==> src/rtl/dllp_ack_scheduler.sv <==
// ACK/NAK DLLP scheduler for the RX data link path: coalesces good-TLP ACKs, runs the
// ACK latency timer, keeps at most one NAK outstanding and drives one DLLP word at a time.
module dllp_ack_scheduler #(
    parameter int unsigned ACK_COALESCE = 4,
    parameter int unsigned ACK_TIMEOUT  = 64,
    parameter int unsigned SEQ_W        = 12
) (
    input  logic             clk,
    input  logic             reset_n,
    input  logic             rx_ack,
    input  logic             rx_nack,
    input  logic [SEQ_W-1:0] rx_seq,
    output logic [31:0]      dllp_data,
    output logic             dllp_valid,
    input  logic             dllp_ready,
    output logic             nak_scheduled,
    output logic             ack_pending
);

    localparam int unsigned CntW = 4;
    localparam int unsigned TmrW = 16;

    localparam logic [7:0]      TypeAck     = 8'h00;
    localparam logic [7:0]      TypeNak     = 8'h10;
    localparam logic [CntW-1:0] CoalesceMax = CntW'(ACK_COALESCE);
    localparam logic [TmrW-1:0] TimeoutLast = TmrW'(ACK_TIMEOUT - 1);

    typedef enum logic [0:0] {StIdle, StSend} state_e;

    state_e          r_state;
    state_e          w_state_next;

    logic            r_ack_pending;
    logic            w_ack_pending_next;
    logic [SEQ_W-1:0] r_ack_seq;
    logic [SEQ_W-1:0] w_ack_seq_next;
    logic [CntW-1:0] r_ack_cnt;
    logic [CntW-1:0] w_ack_cnt_next;
    logic            r_nak_req;
    logic            w_nak_req_next;
    logic [SEQ_W-1:0] r_nak_seq;
    logic [SEQ_W-1:0] w_nak_seq_next;
    logic            r_nak_sched;
    logic            w_nak_sched_next;
    logic [TmrW-1:0] r_timer;
    logic [TmrW-1:0] w_timer_next;
    logic [31:0]     r_dllp_data;
    logic [31:0]     w_dllp_data_next;

    logic            w_ack_evt;
    logic            w_nack_evt;
    logic            w_fire_nak;
    logic            w_fire_ack;
    logic            w_fire;

    // A simultaneous NAK wins and swallows the ACK; a second NAK is ignored while one is scheduled.
    assign w_nack_evt = rx_nack && !r_nak_sched;
    assign w_ack_evt  = rx_ack && !rx_nack;

    assign w_fire_nak = (r_state == StIdle) && r_nak_req;
    assign w_fire_ack = (r_state == StIdle) && !r_nak_req && r_ack_pending &&
                        ((r_ack_cnt >= CoalesceMax) || (r_timer >= TimeoutLast));
    assign w_fire     = w_fire_nak || w_fire_ack;

    // FSM state register
    always_ff @(posedge clk or negedge reset_n) begin
        if (!reset_n) begin
            r_state <= StIdle;
        end else begin
            r_state <= w_state_next;
        end
    end

    // FSM next-state logic
    always_comb begin
        w_state_next = r_state;
        unique case (r_state)
            StIdle: begin
                if (w_fire) begin
                    w_state_next = StSend;
                end
            end
            StSend: begin
                if (dllp_ready) begin
                    w_state_next = StIdle;
                end
            end
            default: w_state_next = StIdle;
        endcase
    end

    // FSM outputs
    always_comb begin
        dllp_valid = 1'b0;
        unique case (r_state)
            StSend:  dllp_valid = 1'b1;
            default: dllp_valid = 1'b0;
        endcase
    end

    // Pending-state update: a fire clears the owed ACK first, then same-cycle events apply.
    always_comb begin
        w_ack_pending_next = r_ack_pending;
        w_ack_seq_next     = r_ack_seq;
        w_ack_cnt_next     = r_ack_cnt;
        w_nak_req_next     = r_nak_req;
        w_nak_seq_next     = r_nak_seq;
        w_nak_sched_next   = r_nak_sched;
        w_dllp_data_next   = r_dllp_data;

        if (w_fire_nak) begin
            w_dllp_data_next   = {TypeNak, 24'(r_nak_seq)};
            w_nak_req_next     = 1'b0;
            w_ack_pending_next = 1'b0;
            w_ack_cnt_next     = '0;
        end else if (w_fire_ack) begin
            w_dllp_data_next   = {TypeAck, 24'(r_ack_seq)};
            w_ack_pending_next = 1'b0;
            w_ack_cnt_next     = '0;
        end

        if (w_nack_evt) begin
            w_nak_req_next   = 1'b1;
            w_nak_sched_next = 1'b1;
            w_nak_seq_next   = rx_seq;
        end else if (w_ack_evt) begin
            w_ack_pending_next = 1'b1;
            w_ack_seq_next     = rx_seq;
            w_nak_sched_next   = 1'b0;
            if (w_ack_cnt_next < CoalesceMax) begin
                w_ack_cnt_next = w_ack_cnt_next + CntW'(1);
            end
        end
    end

    // ACK latency timer: runs only while an ACK is owed and the slot is free
    always_comb begin
        w_timer_next = r_timer;
        if (w_fire || !w_ack_pending_next) begin
            w_timer_next = '0;
        end else if ((r_state == StIdle) && r_ack_pending && (r_timer != '1)) begin
            w_timer_next = r_timer + TmrW'(1);
        end
    end

    always_ff @(posedge clk or negedge reset_n) begin
        if (!reset_n) begin
            r_ack_pending <= 1'b0;
            r_ack_seq     <= '0;
            r_ack_cnt     <= '0;
            r_nak_req     <= 1'b0;
            r_nak_seq     <= '0;
            r_nak_sched   <= 1'b0;
            r_timer       <= '0;
            r_dllp_data   <= '0;
        end else begin
            r_ack_pending <= w_ack_pending_next;
            r_ack_seq     <= w_ack_seq_next;
            r_ack_cnt     <= w_ack_cnt_next;
            r_nak_req     <= w_nak_req_next;
            r_nak_seq     <= w_nak_seq_next;
            r_nak_sched   <= w_nak_sched_next;
            r_timer       <= w_timer_next;
            r_dllp_data   <= w_dllp_data_next;
        end
    end

    assign dllp_data     = r_dllp_data;
    assign nak_scheduled = r_nak_sched;
    assign ack_pending   = r_ack_pending;

    a_hold_stable: assert property (@(posedge clk) disable iff (!reset_n)
        (dllp_valid && !dllp_ready) |=> (dllp_valid && $stable(dllp_data)));

endmodule

==> config.mk <==
export PLATFORM = sky130hd
export DESIGN_NAME = dllp_ack_scheduler
export DESIGN_NICKNAME = d
export VERILOG_FILES = /design/src/rtl/dllp_ack_scheduler.sv
export SDC_FILE = /design/constraint.sdc
export NUM_CORES = 1
export LEC_CHECK = 0
export ABC_AREA = 1
export BUFFER_PORTS_ARGS = -buffer_cell sky130_fd_sc_hd__buf_2
export CORE_MARGIN = 3
export CORE_UTILIZATION = 39
export CTS_CLUSTER_SIZE = 20
export DETAILED_ROUTE_END_ITERATION = 12
export PLACE_DENSITY = 0.64
export SYNTH_ARGS = -nofsm -noshare
export SYNTH_HDL_FRONTEND = slang
export SYNTH_SLANG_ARGS = --single-unit
==> constraint.sdc <==
create_clock -name clk -period 1.6 [get_ports clk]
set_input_delay 0.32 -clock clk [delete_from_list [all_inputs] [get_ports clk]]
set_output_delay 0.32 -clock clk [all_outputs]
set_load 0.02 [all_outputs]
==> results of run 1 <==
-- per-stage QoR --
step | cell area [sq um] | power (mW) | setup TNS (ns)
floorplan | 2894 | 3.224 | 0
global placement | 3144 | 3.815 | -0.002334
detailed placement | 3144 | 3.843 | -0.08020
CTS | 3371 | 5.232 | -0.03189
global route | 3457 | 5.739 | -0.4034
finish | 3457 | 5.381 | 0
-- worst reg2reg max path: stages (launching register included) --
cell and delay [ns]:
dfrtp_1 0.41, ha_4 0.18, nand2_4 0.07, inv_2 0.04, nand2_2 0.06, nand3_2 0.10
nand2_4 0.10, nand2_4 0.07, nor2_4 0.12, ha_4 0.22, nand3_2 0.06, nand2_1 0.05
-- state kept, by name (all words and copies together), names as in the netlist --
register and cells:
r_nak_req 1, nak_scheduled 1, r_nak_seq 12, ack_pending 1
r_timer 16, r_ack_seq 12, r_state 1, r_ack_cnt 4
dllp_data 13
-- layer usage --
| metal | vias to the layer above | wire (microns) |
|---|---|---|
| met2 | 45 | 2683 |
| met1 | 963 | 2529 |
| met5 | - | 0 |
| met4 | 0 | 85 |
| li1 | 1084 | - |
| met3 | 9 | 266 |
-- cell families after synthesis --
kind of cell / Yosys count / share of synthesized area (%)
AND/OR/NAND/NOR: 137 / 20.73
buffers and inverters: 67 / 11.92
flip-flops: 61 / 54.27
adder cells (fa/ha/maj): 2 / 0.8895
AO/OA/AOI/OAI: 49 / 11.43
other: 1 / 0.1333
XOR/XNOR: 2 / 0.6229
-- how the worst min path moves through the flow --
stage          slack [ns]  cells past startpoint     endpoint       start
6_report             0.17                      2      r_state  dllp_ready
5_1_grt              0.15                      2      r_state  dllp_ready
4_1_cts              0.16                      2      r_state  dllp_ready
3_5_place_dp         0.35                      2  r_timer[11]     reset_n
3_3_place_gp         0.36                      2  r_timer[14]     reset_n
2_1_floorplan        0.02                      0  ack_pending     reset_n
-- layout by cell type, fill, tap and decap left out, drive strengths merged --
cell / n
o211ai: 12
xor2: 1
o21bai: 2
buf: 57
clkinv: 3
o2111ai: 1
dfrtp: 61
nand2: 83
ha: 2
nand3: 6
nand4: 2
nor3: 1
a211o: 1
inv: 40
bufinv: 1
xnor2: 1
dlygate4sd3: 1
o21ai: 33
nor2: 33
clkbuf: 12
conb: 19
or2: 12
-- repair_timing --
| action | 4_1_cts | 5_1_grt |
|---|---|---|
| hold buffers | 1 | 0 |
| endpoints found under the setup margin | 2 | 21 |
| resized for setup | 4 | 12 |
| pin swaps | 8 | 6 |
| hold endpoints to repair | 61 | 0 |
| buffers inserted | 2 | 4 |
-- power by group through the flow --
stage	logic, mW	clock network (mW)	registers [mW]
6_report	1.97	1.36	2.06
5_1_grt	2.18	1.46	2.10
4_1_cts	1.81	1.38	2.04
3_5_place_dp	1.78	0	2.07
3_3_place_gp	1.75	0	2.06
2_1_floorplan	0.943	0	2.28
-- layout make-up --
cell class	instances	area, sq um
inverters	40	150.1
repair buffers	58	374.1
fillers	661	3450
well taps	96	120.1
clock inverters	4	48.80
clock buffers	12	145.1
flip-flops and latches	61	1528
multi-input cells	209	1091
==> flow_summary.json, run 1 <==
{
  "status": "finished clean",
  "r2r-end": "r_ack_cnt[1]",
  "power.internal_mw": 3.432,
  "drt-initial-drc-count": 98,
  "drive_gt1_share_pct": 27.86,
  "clkPwrFrac_pct": 25.2,
  "leakagePower_nw": 1.757,
  "fin_crit_sh_pct": 98.83,
  "cp_num_buf_inv": 1,
  "fin_ws_ns": 0.01874,
  "grt_pass1_vias": 2013,
  "drc": 0,
  "rows": 30,
  "final_util_pct": 50.05,
  "area.growth.synth_to_final_pct": 22.91,
  "fin_crit_ns": 1.581,
  "grt_overflow": 0,
  "grt_pass1_wl_mm": 9.301,
  "synth_edf_count": 0,
  "ys_ff_latch": 61,
  "cp.arrival_ns": 1.81,
  "wl_mm": 5.565,
  "instances_no_fill": 480,
  "reg2reg_slack_ns": 0.02,
  "combPwrFrac_pct": 36.6,
  "worstPathMaxFanout": 4,
  "cp-end-kind": "flop",
  "crit_start": "r_timer[0]",
  "worst-setup-path-type": "reg -> reg",
  "power.switching_mw": 1.949,
  "grt_max_degree": 62,
  "fp.dieArea_sq_um": 8267,
  "crit_chain": "ha_4 -> nand2_4 -> inv_2 -> nand2_2 -> nand3_2 -> nand2_4 -> nand2_4 -> nor2_4 -> ha_4 -> nand3_2 -> nand2_1",
  "clkLatencyLatePin_ns": 0.34,
  "yosysWarningCount": 0,
  "synth_top_area_cell": "dfrtp_1",
  "top_usage_layer": "met2",
  "rsz0062_at_grt": "yes",
  "fp.dieH_microns": 90.93,
  "coreArea_sq_um": 6907,
  "grt_use_total_pct": 14.31,
  "r2r-start": "r_timer[0]",
  "cp_top_family": "simple AND/OR/NAND/NOR gates",
  "cp.required_ns": 1.83,
  "placed_cells": 457,
  "max-vdd-ir-drop_v": 0.0007114,
  "yosysMostFrequentCell": "nand2_1",
  "synth.cell_area_sq_um": 2813,
  "n_antenna_cell": 0,
  "synthDistinctLibCells": 27,
  "r2r_cells": 11,
  "cpPeakStageDelay_ns": 0.41,
  "final_antenna_net_count": 0,
  "cts_sinks": 61,
  "antenna_found_initial": 0,
  "yosys-top-cells-area": "dfrtp_1 (54%), nand2_1 (11%), o21ai_0 (5.5%)",
  "holdCritPathClass": "in -> reg",
  "synth_common_cells": "nand2_1 (81), dfrtp_1 (61), inv_1 (39), nor2_1 (31), o21ai_0 (31)",
  "nets": 398,
  "cts_buffers": 9,
  "clk_pin_slew_ns": 0.07,
  "final-max-slew-violation-count": 0,
  "htree_levels": 3,
  "synth_top_area_share_pct": 54.27,
  "avgSynthCellArea_sq_um": 8.817,
  "cpMostUsedCell": "nand2_4",
  "dr_total_vias": 2101,
  "grt_use_met2_pct": 22.32,
  "maxCapViolations": 0,
  "start_util_pct": 40.72,
  "dp_hpwl_mm": 3.716,
  "grt_use_met3_pct": 4.833,
  "start_kind": "flop",
  "cp_slowest_cell": "dfrtp_1",
  "seq_power_share_pct": 38.2,
  "die_w_microns": 90.93,
  "root_buffer": "clkbuf_8",
  "clock_skew_ns": 0.006077,
  "ys_seq_area_share_pct": 54.27,
  "dp_slack_ns": -0.05960,
  "clock_path_buffers": 2,
  "cp-endpoint": "r_ack_cnt[1]",
  "ios": 52,
  "cts_tree": "done",
  "syn_inst": 319,
  "io_buffers": 32,
  "avgViaCountPerCell": 4.377,
  "p_per_area_nw_per_um2": 1556,
  "hold_ws_ns": 0.1676,
  "gp_congestion": 0.8124,
  "final-hold-violation-count": 0,
  "synth_ff_type": "dfrtp_1",
  "cp_num_cells": 11,
  "setup_viol": 0,
  "wire_per_inst_microns": 11.59,
  "fmax_mhz": 632.4,
  "async_reset_ff_share_pct": 100.0,
  "drtPass1Iterations": 4,
  "grt_use_met1_pct": 17.97,
  "switching_share_pct": 36.21
}
(Power assumes the default switching activity.)
==> inputs of run 2 (changes only) <==
--- a/constraint.sdc
+++ b/constraint.sdc
@@ -3,2 +3,2 @@
 set_output_delay 0.32 -clock clk [all_outputs]
-set_load 0.02 [all_outputs]
+set_load 0.01 [all_outputs]
==> run 2 against run 1 <==
First-iteration DRC count down 20%. Global-route usage increased by 0.72 points. Power shrank 0.28%. Utilization rose by 0.38 points. Critical path depth stayed put. Non-clock buffer count down 1. Largest cell class unchanged. Worst hold slack better by 0.018 ns. Wire length up 5.7%. Flip-flop and latch count unchanged. Die area did not move. Cell count increased by 0.21%. Clock power up 7%.
==> flow_summary.json, run 2 (synthesis results as in run 1) <==
{
  "grt_use_total_pct": 15.03,
  "n_antenna_cell": 0,
  "drc": 0,
  "regMostFlops": "r_timer",
  "fmax_mhz": 634.8,
  "dp_hpwl_mm": 3.785,
  "final_util_pct": 50.43,
  "area.growth.synth_to_final_pct": 23.84,
  "leakagePower_nw": 1.771,
  "grt_max_degree": 62,
  "cts_buffers": 9,
  "largest_reg_flops": 16,
  "switching_share_pct": 33.87,
  "antenna_found_initial": 0,
  "start_util_pct": 40.72,
  "dr_total_vias": 2129,
  "start_kind": "flop",
  "clock_path_buffers": 2,
  "p_per_area_nw_per_um2": 1540,
  "nets": 399,
  "setup_viol": 0,
  "placed_cells": 457,
  "htree_levels": 3,
  "drtPass1Iterations": 4,
  "power.internal_mw": 3.548,
  "grt_pass1_vias": 2158,
  "final_cell_mix": "nand2_1 (77), dfrtp_1 (61), inv_1 (37)",
  "cp-end-kind": "flop",
  "fin_crit_ns": 1.575,
  "maxCapViolations": 0,
  "clk_pin_slew_ns": 0.07,
  "combPwrFrac_pct": 34.6,
  "coreArea_sq_um": 6907,
  "ios": 52,
  "rsz0062_at_grt": "yes",
  "final-hold-violation-count": 0,
  "final_common_cell": "nand2_1",
  "fp.dieH_microns": 90.93,
  "final-max-slew-violation-count": 0,
  "root_buffer": "clkbuf_8",
  "fp.dieArea_sq_um": 8267,
  "holdCritPathClass": "in -> reg",
  "clkPwrFrac_pct": 27.2,
  "clkLatencyLatePin_ns": 0.33,
  "worstPathMaxFanout": 4,
  "seq_power_share_pct": 38.2,
  "instances_no_fill": 481,
  "cp.arrival_ns": 1.80,
  "cts_sinks": 61,
  "drive_gt1_share_pct": 27.53,
  "drt-initial-drc-count": 78,
  "io_buffers": 32,
  "grt_pass1_wl_mm": 9.936,
  "cts_tree": "done",
  "dp_slack_ns": -0.03115,
  "status": "finished clean",
  "hold_ws_ns": 0.1860,
  "power.switching_mw": 1.818,
  "wl_mm": 5.882,
  "fin_ws_ns": 0.02472,
  "fin_crit_sh_pct": 98.46,
  "avgViaCountPerCell": 4.426,
  "gp_congestion": 0.7891,
  "tns_ns": 0,
  "clock_skew_ns": 0.005216,
  "final_antenna_net_count": 0,
  "cp.required_ns": 1.83,
  "worst-setup-path-type": "reg -> reg",
  "die_w_microns": 90.93,
  "rows": 30,
  "max-vdd-ir-drop_v": 0.0006285,
  "wire_per_inst_microns": 12.23,
  "grt_overflow": 0
}
-- run 2: cell types whose count changed in the layout (fill, tap and decap cells not counted), sizes merged --
cell / previous run / this run
bufinv: 1 / 2
o2111ai: 1 / 2
clkbuf: 12 / 11
o21ai: 33 / 34
buf: 57 / 56
-- run 2: worst paths after layout --
path / depth (start not counted) / endpoint / start / slack, ns
min reg2reg: 2 / dllp_data[10] / dllp_data[10] / 0.48
max reg2reg: 11 / r_ack_cnt[1] / r_timer[1] / 0.02
max: 11 / r_ack_cnt[1] / r_timer[1] / 0.02
min: 2 / nak_scheduled / rx_ack / 0.19
min in group asynchronous: 3 / r_timer[8] / reset_n / 0.52
max in group asynchronous: 3 / dllp_data[28] / reset_n / 0.81
-- run 2: stage by stage --
step | power (mW) | area [sq um]
5_1_grt | 5.751 | 3483
4_1_cts | 5.262 | 3412
3_3_place_gp | 3.694 | 3156
6_report | 5.366 | 3483
2_1_floorplan | 3.072 | 2893
3_5_place_dp | 3.723 | 3156
-- run 2: critical path, cell delays in order, from the launching register on --
cell     delay, ns
dfrtp_1       0.38
ha_2          0.21
nand2_4       0.08
inv_2         0.04
nand2_2       0.06
nand3_2       0.08
nand2_4       0.09
nand2_4       0.08
nor2_4        0.13
ha_4          0.21
nand3_2       0.05
nand2_1       0.05
-- run 2: what timing repair did --
action | 4_1_cts | 5_1_grt
pin swaps | 6 | 4
hold endpoints to repair | 1 | 0
gates cloned | 0 | 2
setup buffers | 2 | 3
gates resized for setup | 5 | 9
hold buffers | 1 | 0
endpoints found under the setup margin | 2 | 27
-- run 2: area by class of cell --
class,count,area (sq um)
Clock buffer,11,131.4
Fill cell,688,3423
Sequential cell,61,1526
Inverter,40,152.6
Multi-Input combinational cell,211,1102
Tap cell,96,120.1
Clock inverter,5,75.07
Timing Repair Buffer,57,375.4
-- run 2: layer usage --
metal,global-route usage [%],part of all wire (%),vias up
li1,-,-,1086
met1,19.17,47,996
met2,24.52,48,37
met3,3.583,3.3,10
met4,6.030,1.5,0
met5,0,0,-
-- run 2: power by group through the flow --
stage	logic, mW	clock network, mW	registers (mW)
floorplan	0.924	0	2.15
global placement	1.63	0	2.07
detailed placement	1.65	0	2.07
CTS	1.72	1.50	2.05
global route	2.09	1.57	2.09
finish	1.86	1.46	2.05
